**config.mk**
```make
export PLATFORM = sky130hd
export DESIGN_NAME = var_latency_booth_mul_flat
export DESIGN_NICKNAME = d
export VERILOG_FILES = /design/src/rtl/var_mul_pkg.sv /design/src/rtl/var_latency_booth_mul_if.sv /design/src/rtl/var_mul_run_detect.sv /design/src/rtl/var_latency_booth_mul.sv /design/src/flat_wrapper.sv
export SDC_FILE = /design/constraint.sdc
export NUM_CORES = 1
export LEC_CHECK = 0
export CORE_ASPECT_RATIO = 0.7
export CORE_MARGIN = 2
export CORE_UTILIZATION = 45
export CTS_CLUSTER_SIZE = 14
export DETAILED_ROUTE_END_ITERATION = 7
export HOLD_SLACK_MARGIN = 0.08
export PLACE_DENSITY = 0.62
export SYNTH_ARGS = -nofsm -noshare
export SYNTH_HDL_FRONTEND = slang
export SYNTH_SLANG_ARGS = --single-unit
```
**constraint.sdc**
```tcl
create_clock -name clk -period 21.7 [get_ports clk]
set_input_delay 5.425 -clock clk [delete_from_list [all_inputs] [get_ports clk]]
set_output_delay 5.425 -clock clk [all_outputs]
set_load 0.02 [all_outputs]
```
**src/rtl/var_mul_pkg.sv**
```systemverilog
// Shared types and helpers for the run-skipping Booth multiplier.
// Holds the FSM state encoding and the derived count width.
package var_mul_pkg;

  typedef enum logic [1:0] {
    IDLE = 2'd0,
    SCAN = 2'd1,
    DONE = 2'd2
  } state_e;

  // Wide enough to hold any value in 0..width (scan position and cycle count).
  function automatic int cyc_w(input int width);
    return $clog2(width + 1);
  endfunction

endpackage

```
**src/rtl/var_latency_booth_mul_if.sv**
```systemverilog
// Controller-facing bundle of the multiplier: start handshake, operands and completion.
// Handshake: a request transfers on a clock edge where start_valid && start_ready; operands are sampled then.
interface var_latency_booth_mul_if
  import var_mul_pkg::*;
#(
  parameter int WIDTH = 16,
  parameter int CYC_W = cyc_w(WIDTH)
) ();

  logic                 start_valid;
  logic                 start_ready;
  logic [WIDTH-1:0]     a;
  logic [WIDTH-1:0]     b;
  logic                 signed_mode;
  logic [2*WIDTH-1:0]   result;
  logic                 done;
  logic                 busy;
  logic [CYC_W-1:0]     cycles;
  state_e               dbg_state;

  modport master (
    output start_valid, a, b, signed_mode,
    input  start_ready, result, done, busy, cycles, dbg_state
  );

  modport slave (
    input  start_valid, a, b, signed_mode,
    output start_ready, result, done, busy, cycles, dbg_state
  );

endinterface

```
**src/rtl/var_mul_run_detect.sv**
```systemverilog
// Windowed priority encoder: finds the lowest bit at or above pos, within MAX_SKIP
// positions and below WIDTH, whose value differs from the current run value q.
module var_mul_run_detect
  import var_mul_pkg::*;
#(
  parameter int WIDTH    = 16,
  parameter int MAX_SKIP = 16,
  parameter int POS_W    = cyc_w(WIDTH)
) (
  input  logic [WIDTH-1:0] a_r,
  input  logic [POS_W-1:0] pos,
  input  logic             q,
  output logic             found,
  output logic [POS_W-1:0] k,
  output logic [POS_W-1:0] next_pos
);

  int win_end;

  always_comb begin
    win_end = int'(pos) + MAX_SKIP;
    if (win_end > WIDTH) win_end = WIDTH;
    found = 1'b0;
    k     = '0;
    // Descending sweep so the lowest matching index is the one left standing.
    for (int i = WIDTH - 1; i >= 0; i--) begin
      if (i >= int'(pos) && i < win_end && a_r[i] != q) begin
        found = 1'b1;
        k     = POS_W'(i);
      end
    end
    next_pos = found ? (k + POS_W'(1)) : POS_W'(win_end);
  end

endmodule

```
**src/rtl/var_latency_booth_mul.sv**
```systemverilog
// Variable-latency multiplier: one add/subtract of the shifted multiplicand per run
// boundary in a, so latency follows the number of bit transitions in a.
module var_latency_booth_mul
  import var_mul_pkg::*;
#(
  parameter int WIDTH    = 16,
  parameter int MAX_SKIP = 16
) (
  input  logic                   clk,
  input  logic                   rst,
  var_latency_booth_mul_if.slave bus
);

  localparam int CYC_W = cyc_w(WIDTH);
  localparam int ACC_W = 2 * WIDTH;

  state_e             state_q, state_d;
  logic [WIDTH-1:0]   a_q, a_d;
  logic [ACC_W-1:0]   b_ext_q, b_ext_d;
  logic               mode_q, mode_d;
  logic [CYC_W-1:0]   pos_q, pos_d;
  logic               q_q, q_d;
  logic [ACC_W-1:0]   acc_q, acc_d;
  logic [CYC_W-1:0]   cnt_q, cnt_d;
  logic [ACC_W-1:0]   result_q, result_d;
  logic [CYC_W-1:0]   cycles_q, cycles_d;

  logic               found;
  logic [CYC_W-1:0]   k;
  logic [CYC_W-1:0]   next_pos;

  var_mul_run_detect #(
    .WIDTH    (WIDTH),
    .MAX_SKIP (MAX_SKIP),
    .POS_W    (CYC_W)
  ) u_run_detect (
    .a_r      (a_q),
    .pos      (pos_q),
    .q        (q_q),
    .found    (found),
    .k        (k),
    .next_pos (next_pos)
  );

  always_comb begin
    state_d  = state_q;
    a_d      = a_q;
    b_ext_d  = b_ext_q;
    mode_d   = mode_q;
    pos_d    = pos_q;
    q_d      = q_q;
    acc_d    = acc_q;
    cnt_d    = cnt_q;
    result_d = result_q;
    cycles_d = cycles_q;
    unique case (state_q)
      IDLE: begin
        if (bus.start_valid) begin
          a_d     = bus.a;
          b_ext_d = bus.signed_mode ? {{WIDTH{bus.b[WIDTH-1]}}, bus.b}
                                    : {{WIDTH{1'b0}}, bus.b};
          mode_d  = bus.signed_mode;
          pos_d   = '0;
          q_d     = 1'b0;
          acc_d   = '0;
          cnt_d   = '0;
          state_d = SCAN;
        end
      end
      SCAN: begin
        cnt_d = cnt_q + CYC_W'(1);
        pos_d = next_pos;
        // Entering a run of ones subtracts, leaving one adds back.
        if (found) begin
          q_d   = ~q_q;
          acc_d = q_q ? (acc_q + (b_ext_q << k)) : (acc_q - (b_ext_q << k));
        end
        if (next_pos == CYC_W'(WIDTH)) begin
          // An unsigned run of ones reaching the MSB closes at bit WIDTH.
          if (q_d && !mode_q) acc_d = acc_d + (b_ext_q << WIDTH);
          result_d = acc_d;
          cycles_d = cnt_d;
          state_d  = DONE;
        end
      end
      DONE: state_d = IDLE;
      default: state_d = IDLE;
    endcase
  end

  always_ff @(posedge clk) begin
    if (rst) begin
      state_q  <= IDLE;
      a_q      <= '0;
      b_ext_q  <= '0;
      mode_q   <= 1'b0;
      pos_q    <= '0;
      q_q      <= 1'b0;
      acc_q    <= '0;
      cnt_q    <= '0;
      result_q <= '0;
      cycles_q <= '0;
    end else begin
      state_q  <= state_d;
      a_q      <= a_d;
      b_ext_q  <= b_ext_d;
      mode_q   <= mode_d;
      pos_q    <= pos_d;
      q_q      <= q_d;
      acc_q    <= acc_d;
      cnt_q    <= cnt_d;
      result_q <= result_d;
      cycles_q <= cycles_d;
    end
  end

  assign bus.start_ready = (state_q == IDLE);
  assign bus.done        = (state_q == DONE);
  assign bus.busy        = (state_q != IDLE);
  assign bus.result      = result_q;
  assign bus.cycles      = cycles_q;
  assign bus.dbg_state   = state_q;

endmodule

```
**src/flat_wrapper.sv**
```systemverilog
// flat-port wrapper written by rule: the top's interface ports become plain ports
module var_latency_booth_mul_flat import var_mul_pkg::*;
#(
  parameter int WIDTH    = 16,
  parameter int MAX_SKIP = 16
)
  (clk, rst, bus_start_valid, bus_a, bus_b, bus_signed_mode, bus_start_ready, bus_result, bus_done, bus_busy, bus_cycles, bus_dbg_state);
  var_latency_booth_mul_if #(.WIDTH(WIDTH)) bus_i ();
  input  logic clk;
  input  logic rst;
  input wire logic [$bits(bus_i.start_valid)-1:0] bus_start_valid;
  input wire logic [$bits(bus_i.a)-1:0] bus_a;
  input wire logic [$bits(bus_i.b)-1:0] bus_b;
  input wire logic [$bits(bus_i.signed_mode)-1:0] bus_signed_mode;
  output wire logic [$bits(bus_i.start_ready)-1:0] bus_start_ready;
  output wire logic [$bits(bus_i.result)-1:0] bus_result;
  output wire logic [$bits(bus_i.done)-1:0] bus_done;
  output wire logic [$bits(bus_i.busy)-1:0] bus_busy;
  output wire logic [$bits(bus_i.cycles)-1:0] bus_cycles;
  output wire logic [$bits(bus_i.dbg_state)-1:0] bus_dbg_state;
  assign bus_i.start_valid = bus_start_valid;
  assign bus_i.a = bus_a;
  assign bus_i.b = bus_b;
  assign bus_i.signed_mode = bus_signed_mode;
  assign bus_start_ready = bus_i.start_ready;
  assign bus_result = bus_i.result;
  assign bus_done = bus_i.done;
  assign bus_busy = bus_i.busy;
  assign bus_cycles = bus_i.cycles;
  assign bus_dbg_state = bus_i.dbg_state;
  var_latency_booth_mul #(.WIDTH(WIDTH), .MAX_SKIP(MAX_SKIP)) u_core (.clk(clk), .rst(rst), .bus(bus_i));
endmodule
```
==> results of run 1 <==
## cells in the mapped netlist, drive strengths merged (4+ instances only)
library cell,number
ha,56
o22ai,6
nand3,29
a311oi,24
inv,41
or3,5
mux2i,49
nor2b,11
clkbuf,56
o21a,7
a211oi,24
a22oi,19
or2,5
dfxtp,116
xor2,41
nor3,31
a221oi,4
xnor2,47
nand4,9
and2,11
o21bai,6
a22o,17
o211ai,11
and3,14
nand2b,11
a21oi,156
nor2,157
nand2,186
a21o,23
a21boi,4
o31ai,4
buf,30
a31oi,19
o21ai,49
## worst max-delay path, delay by kind of cell, from the launching register on
family / cells / cell delay [ns]
adders and majority gates: 4 / 0.87
DFF: 1 / 0.76
muxes: 1 / 0.24
and+or+nand+nor: 11 / 1.52
buffers and inverters: 3 / 0.52
xor gates and xnor gates: 4 / 0.63
AOI/OAI and AO/OA: 22 / 4.94
## kinds of logic (layout without fill, tap and decap cells)
family / Yosys count / in the layout / share of synthesized area, %
multiplexers: 52 / 52 / 5.418
AND/OR/NAND/NOR: 480 / 480 / 21.76
AO/OA/AOI/OAI: 407 / 407 / 27.77
adder cells (fa/ha/maj): 58 / 58 / 7.547
flip-flops: 116 / 116 / 23.66
buffers and inverters: 127 / 164 / 5.992
XOR/XNOR: 88 / 88 / 7.853
## report_power, final
| part | switching (W) | total, W | internal (W) |
|---|---|---|---|
| sequential | 0.0000379 | 0.000280 | 0.000242 |
| clock | 0.000113 | 0.000315 | 0.000202 |
| combinational | 0.000925 | 0.00151 | 0.000588 |
| total | 0.00108 | 0.00211 | 0.00103 |
## state kept, by name, indices dropped and copies added (netlist names)
signal                cells
u_core.bus.result        32
u_core.cnt_q              5
u_core.bus.cycles         5
u_core.acc_q             32
u_core.b_ext_q           17
u_core.mode_q             1
u_core.bus.dbg_state      2
u_core.a_q               16
u_core.q_q                1
u_core.pos_q              5
## per-layer routing
layer,global-route usage (%),up-vias,routed length (um)
li1,-,4815,-
met1,40.54,4619,15520
met2,39.20,364,12630
met3,6.499,42,2611
met4,8.254,0,537
met5,0,-,0
## placed cells by master, fill, tap and decap left out, types with 19 or more instances in the layout
cell type | Yosys | layout
xor2_1 | 41 | 41
nor2_1 | 154 | 153
o21ai_0 | 44 | 44
inv_1 | 39 | 39
nand2_1 | 186 | 186
a21oi_1 | 155 | 155
ha_1 | 56 | 56
a211oi_1 | 21 | 21
mux2i_1 | 47 | 47
nor3_1 | 27 | 27
xnor2_1 | 47 | 47
nand3_1 | 28 | 28
a311oi_1 | 21 | 21
a22oi_1 | 19 | 19
a21o_1 | 23 | 23
clkdlybuf4s50_1 | 0 | 76
dfxtp_1 | 116 | 115
## layout make-up
type | instances | area share, %
sequential | 116 | 20.64
clock buffer | 22 | 4.212
tap | 282 | 3.134
timing repair buffer | 91 | 7.757
inverter | 41 | 1.367
multi-input combinational | 1085 | 61.39
clock inverter | 10 | 1.500
## through the flow
stage	total power (W)	instance area, um2
after floorplan	0.001456	9814
after global placement	0.001755	10620
after detailed placement	0.001753	10620
after CTS	0.002085	11260
after global routing	0.002299	11260
final	0.002109	11260
## worst min-delay path by stage
stage	from	end	slack [ns]
finish	u_core.bus.result[27]$_SDFFE_PP0P_	u_core.bus.result[27]$_SDFFE_PP0P_	0.46
global route	u_core.bus.result[27]$_SDFFE_PP0P_	u_core.bus.result[27]$_SDFFE_PP0P_	0.48
CTS	u_core.bus.result[27]$_SDFFE_PP0P_	u_core.bus.result[27]$_SDFFE_PP0P_	0.46
detailed placement	u_core.bus.result[17]$_SDFFE_PP0P_	u_core.bus.result[17]$_SDFFE_PP0P_	0.45
global placement	u_core.bus.result[1]$_SDFFE_PP0P_	u_core.bus.result[1]$_SDFFE_PP0P_	0.44
floorplan	u_core.mode_q$_SDFFE_PP0P_	u_core.mode_q$_SDFFE_PP0P_	0.44
==> key figures, run 1 <==
Detailed routing
  • Wirelength, routed: around 31000 um
  • WL per Instance: between 15 and 20 um
  • # DRC: 0
  • Via count: between 9000 and 10000
  • Final ANT Viol Nets: 0
  • Vias per cell: 5.974
  • Drt initial violations: 1080
  • DR pass1 iterations: 6

Synth
  • Yosys reg bits: between 100 and 150
  • Primary FF master, synth: dfxtp_1
  • Top-area cell type share of the netlist area: 23.66%
  • EDFF count, synth: 0
  • Synth cell types: 85
  • Syn_nets: approximately 1400
  • Ys async rst share: 0%
  • Leading area contributor after synthesis: dfxtp_1
  • Mapped Avg Cell Area: 7.390 um2
  • Warnings from Yosys: 0
  • Mapped cell area: roughly 0.0098 mm2
  • Post-synthesis cell count: approximately 1300
  • Top cells by area, synth: dfxtp_1 (24%), a21oi_1 (7.9%), ha_1 (7.1%), nand2_1 (7.1%), nor2_1 (5.9%)
  • Register area share after synthesis: approximately a quarter

Timing
  • PnR worst setup slack: roughly 12 ns
  • Fin crit period: approximately 9.7 ns
  • Max Freq: a little over 0.1 GHz
  • Relative slew slack: between 10% and 20%
  • Final Setup Violations: 0
  • Max-slew violation count: 0
  • Worst hold margin: roughly 0.46 ns
  • Count of final hold-check violations: 0
  • Setup TNS: 0 ns
  • RSZ-0062 raised after global routing: no
  • Final critical-path share of the clock period: between 40 and 50%
  • Measured slew at the worst slew-check pin: between 1 and 1.5 ns
  • Layout Skew: approximately 0.011 ns

Clocking
  • Clock-pin slew on the worst setup and hold paths: 0.06 ns
  • Maximum buffer depth of the clock tree: 2
  • Clk root buf: clkbuf_16
  • CTS Buf Count: 17
  • Post-CTS sizing: 0
  • Post-CTS Setup Bufs: 0
  • CTS Sinks: between 100 and 150
  • Hold buffer count at CTS: 0
  • H-Tree Depth: 4
  • Worst-Skew Late Latency: between 0.4 and 0.5 ns
  • CTS tree: yes

Global routing
  • Largest net degree at the start of global routing: 61
  • GRT Total Usage: 27.46%
  • First-pass GRT wire length: about 50000 um
  • Gr ovfl total: 0
  • Initial antenna violation count: 0
  • Vias in the first global route: around 9100

Placed design
  • I/O Buffers: 77
  • HPWL Detailed: 22350 um
  • Placed instance count: approximately 1600
  • Pre-CTS setup slack: between 10 and 15 ns
  • GPL Wtd Cong: 0.9318

Floorplanning
  • Io pins: 78
  • Die area: approximately 0.023 mm2
  • Die H: 127.6 um
  • Core ar.: around 0.022 mm2
  • Starting Density: 45.51%
  • Row count: 45
  • Die Width: 180.5 um

Worst hold path
  • Tightest Hold Check Type: reg -> reg
  • Hold path depth: 2

Cells and area
  • Util after Layout: 52.21%
  • Area of the multi-input gates: around 0.0069 mm2
  • Register area: 0.002323 mm2
  • FILL cells: approximately 2100
  • Final non-filler cell total: approximately 1600
  • Antenna cell count: 0
  • Layout cell share with drive strength beyond 1: 6.154%
  • Nets: 1446
  • Synth-to-Final Area Change: 14.71%

Power
  • Power Density: about 190 mW/mm2
  • Leakage power: approximately 4.6 nW
  • Worst vdd ir: ~77 uV

Worst setup path
  • Worst Setup End Kind: register
  • Critical Path Source Type: register
  • Worst reg2reg path depth: 45
  • Critical Path AT: 9.96 ns
  • Crit path launch: u_core.q_q$_SDFFE_PP0P_
  • Crit path capture: u_core.bus.result[30]$_SDFFE_PP0P_
  • Worst R2R End: u_core.bus.result[30]$_SDFFE_PP0P_
  • Worst R2R Setup Slack: 12.04 ns
  • Slowest-stage cell, CP: dfxtp_2
  • Slowest stage delay, CP: about 0.76 ns
  • Max FO, Critical Path: 27
  • RR Startpoint: u_core.q_q$_SDFFE_PP0P_
  • CP Class: reg -> reg
  • Critical Path RT: roughly 22 ns

Run status
  • Status: completed

Job
  • Max Cap Violations: 0
Note: power is estimated with default switching activity, not from simulation.
==> inputs of run 2 (changes only) <==
Clock period 21.7 ns to 9 ns, I/O delays scaled along.
==> run 2 against run 1 <==
Effect of this change: sequential share of layout area fell by 0.85 points; cell area rose by 4.9%; sequential power grew 140%; largest cell class unchanged.
==> key figures, run 2 (synthesis results as in run 1) <==
Worst setup path
  • RR Startpoint: u_core.pos_q[3]$_SDFFE_PP0P_
  • Slowest stage delay, CP: 0.51 ns (-0.25 ns)
  • Worst reg2reg path depth: 43 (-4.4%)
  • Max FO, Critical Path: 13 (-52%)
  • Worst R2R Setup Slack: 0.68 ns (-11.36 ns)
  • Worst path most repeated cell: a21oi_1
  • Worst Setup End Kind: register
  • Critical Path AT: 8.65 ns (-1.31 ns)
  • CP Class: reg -> reg
  • Worst R2R End: u_core.acc_q[29]$_SDFFE_PP0P_
  • Slowest-stage cell, CP: o31a_1
  • Critical Path Source Type: register
  • Critical Path RT: 9.32 ns (-12.67 ns)

Global routing
  • Grt met3 use: 6.756% (+0.26 points)
  • GRT busiest layer: met1
  • First-pass GRT wire length: 51090 um (+1.8%)
  • Vias in the first global route: 9099 (+0.39%)
  • Initial antenna violation count: 0 (unchanged)
  • Met1 Use GR: 42.03% (+1.5 points)
  • Largest net degree at the start of global routing: 80 (+31%)
  • GRT Total Usage: 28.08% (+0.62 points)
  • Met2 Usage GRT: 39.65% (+0.45 points)
  • Gr ovfl total: 0 (unchanged)

Clocking
  • Clk root buf: clkbuf_16
  • H-Tree Depth: 4 (unchanged)
  • Clock-pin slew on the worst setup and hold paths: 0.06 ns (about the same)
  • CTS Sinks: 116 (unchanged)
  • Worst-Skew Late Latency: 0.44 ns (about the same)
  • Maximum buffer depth of the clock tree: 2 (unchanged)
  • Hold buffer count at CTS: 0 (unchanged)
  • CTS tree: yes
  • CTS Buf Count: 17 (unchanged)

Cells and area
  • Antenna cell count: 0 (unchanged)
  • Nets: 1499 (+3.7%)
  • Util after Layout: 54.75% (+2.5 points)
  • Most frequent cells in the layout: nand2_1 (186), a21oi_1 (155), nor2_1 (152)
  • Commonest non-fill, non-tap cell in the layout: nand2_1
  • Synth-to-Final Area Change: 20.31%
  • Layout cell share with drive strength beyond 1: 10.72% (+4.6 points)
  • Final non-filler cell total: 1700 (+3.2%)
  • FILL cells: 2087 (-1.3%)

Timing
  • Final Setup Violations: 0 (unchanged)
  • Layout Skew: 0.01707 ns (+0.006093 ns)
  • Max Freq: 0.1202 GHz (+16%)
  • Setup TNS: 0 ns (unchanged)
  • Relative slew slack: 27.45% (+8.1 points)
  • Worst hold margin: 0.4617 ns (+0.002795 ns)
  • Max-slew violation count: 0 (unchanged)
  • RSZ-0062 raised after global routing: yes
  • PnR worst setup slack: 0.6795 ns (-11.36 ns)
  • Final critical-path share of the clock period: 92.45% (+48 points)
  • Measured slew at the worst slew-check pin: 1.084 ns (-0.1237 ns)
  • Fin crit period: 8.320 ns (-1.344 ns)
  • Count of final hold-check violations: 0 (unchanged)

Run status
  • Status: completed

Floorplanning
  • Die area: 0.02303 mm2 (unchanged)
  • Core ar.: 0.02156 mm2 (unchanged)
  • Row count: 45 (unchanged)
  • Io pins: 78 (unchanged)
  • Die H: 127.6 um (unchanged)
  • Die Width: 180.5 um (unchanged)
  • Starting Density: 45.51% (unchanged)

Power
  • Power Density: 471.2 mW/mm2 (+150%)
  • P_int: 0.002804 W (+170%)
  • Leakage power: 4.862 nW (+6.6%)
  • Worst vdd ir: 193.1 uV (+150%)
  • Switching Share: 49.61% (-1.4 points)
  • Flop pwr share: 12.1% (-1.2 points)
  • Gate power share: 73.3% (+1.5 points)
  • Clock network power share: 14.6% (-0.3 points)
  • Sw power: 0.002761 W (+160%)

Detailed routing
  • # DRC: 0 (unchanged)
  • Drt initial violations: 943 (-13%)
  • Wirelength, routed: 32700 um (+4.5%)
  • WL per Instance: 19.24 um (+1.2%)
  • DR pass1 iterations: 5 (-1)
  • Final ANT Viol Nets: 0 (unchanged)
  • Vias per cell: 5.905 (-1.2%)
  • Via count: 10040 (+2.0%)

Worst hold path
  • Tightest Hold Check Type: reg -> reg
  • Hold Crit Start: u_core.bus.result[17]$_SDFFE_PP0P_
  • Hold Path End: u_core.bus.result[17]$_SDFFE_PP0P_
  • Hold path depth: 2 (unchanged)

Placed design
  • Pre-CTS setup slack: 0.3106 ns (-12.03 ns)
  • I/O Buffers: 77 (unchanged)
  • HPWL Detailed: 23910 um (+7.0%)
  • Placed instance count: 1664 (+3.0%)
  • GPL Wtd Cong: 0.9216 (-1.1%)

Job
  • Max Cap Violations: 0 (unchanged)
==> run 2: changes by cell type in the layout (fill, tap and decap cells not counted), moves of 3 or more <==
| cell | change |
|---|---|
| clkinv_4 | +3 |
| dfxtp_1 | -4 |
| buf_4 | +50 |
| nor3_1 | -3 |
| dfxtp_4 | +3 |
==> run 2: worst max-delay path by stage <==
stage / start / to / slack [ns]
2_1_floorplan: u_core.pos_q[2]$_SDFFE_PP0P_ / u_core.acc_q[29]$_SDFFE_PP0P_ / 1.37
3_3_place_gp: u_core.q_q$_SDFFE_PP0P_ / u_core.bus.result[30]$_SDFFE_PP0P_ / 0.31
3_5_place_dp: u_core.q_q$_SDFFE_PP0P_ / u_core.bus.result[30]$_SDFFE_PP0P_ / 0.31
4_1_cts: u_core.q_q$_SDFFE_PP0P_ / u_core.bus.result[30]$_SDFFE_PP0P_ / 0.25
5_1_grt: u_core.pos_q[2]$_SDFFE_PP0P_ / u_core.bus.result[30]$_SDFFE_PP0P_ / -0.07
6_report: u_core.pos_q[3]$_SDFFE_PP0P_ / u_core.acc_q[29]$_SDFFE_PP0P_ / 0.68
==> run 2: power by group through the flow <==
stage / Clock, W / Combinational, W / Sequential [W]
detailed placement: 0 / 0.00391 / 0.000682
CTS: 0.000818 / 0.00397 / 0.000672
finish: 0.000812 / 0.00408 / 0.000675
global placement: 0 / 0.00390 / 0.000683
floorplan: 0 / 0.00287 / 0.000646
global route: 0.000838 / 0.00450 / 0.000684
==> run 2: metrics by stage <==
step | area [um2] | power (W)
6_report | 11810 | 0.005564
5_1_grt | 11810 | 0.006019
4_1_cts | 11680 | 0.005455
3_5_place_dp | 11000 | 0.004595
3_3_place_gp | 11000 | 0.004588
2_1_floorplan | 9814 | 0.003512
==> run 2: area by class of cell <==
class	instances	area, um2	share of cell area, %
tap	282	352.8	2.988
clock inverter	14	247.7	2.098
sequential	116	2336	19.78
clock buffer	18	439.2	3.719
multi-input combinational	1086	6995	59.25
timing repair buffer	143	1280	10.84
inverter	41	156.4	1.325
==> run 2: critical path: cells and delay by family (launching register included) <==
| family | cells | cell delay (ns) |
|---|---|---|
| AO/OA/AOI/OAI | 25 | 4.38 |
| AND/OR/NAND/NOR | 9 | 1.53 |
| XOR/XNOR | 3 | 0.61 |
| adder cells (fa/ha/maj) | 2 | 0.57 |
| flip-flops | 1 | 0.50 |
| multiplexers | 2 | 0.34 |
| buffers and inverters | 2 | 0.25 |
==> run 2: what timing repair did <==
item	CTS	global route
endpoints found under the setup margin	0	12
resized for setup	0	24
setup buffers	0	3
==> run 2: per-layer routing <==
| layer | up-vias | share of wire (%) | routed length [um] |
|---|---|---|---|
| li1 | 4910 | - | - |
| met1 | 4727 | 50 | 16260 |
| met2 | 356 | 40 | 13010 |
| met3 | 45 | 8.8 | 2873 |
| met4 | 0 | 1.7 | 561 |
| met5 | - | 0 | 0 |
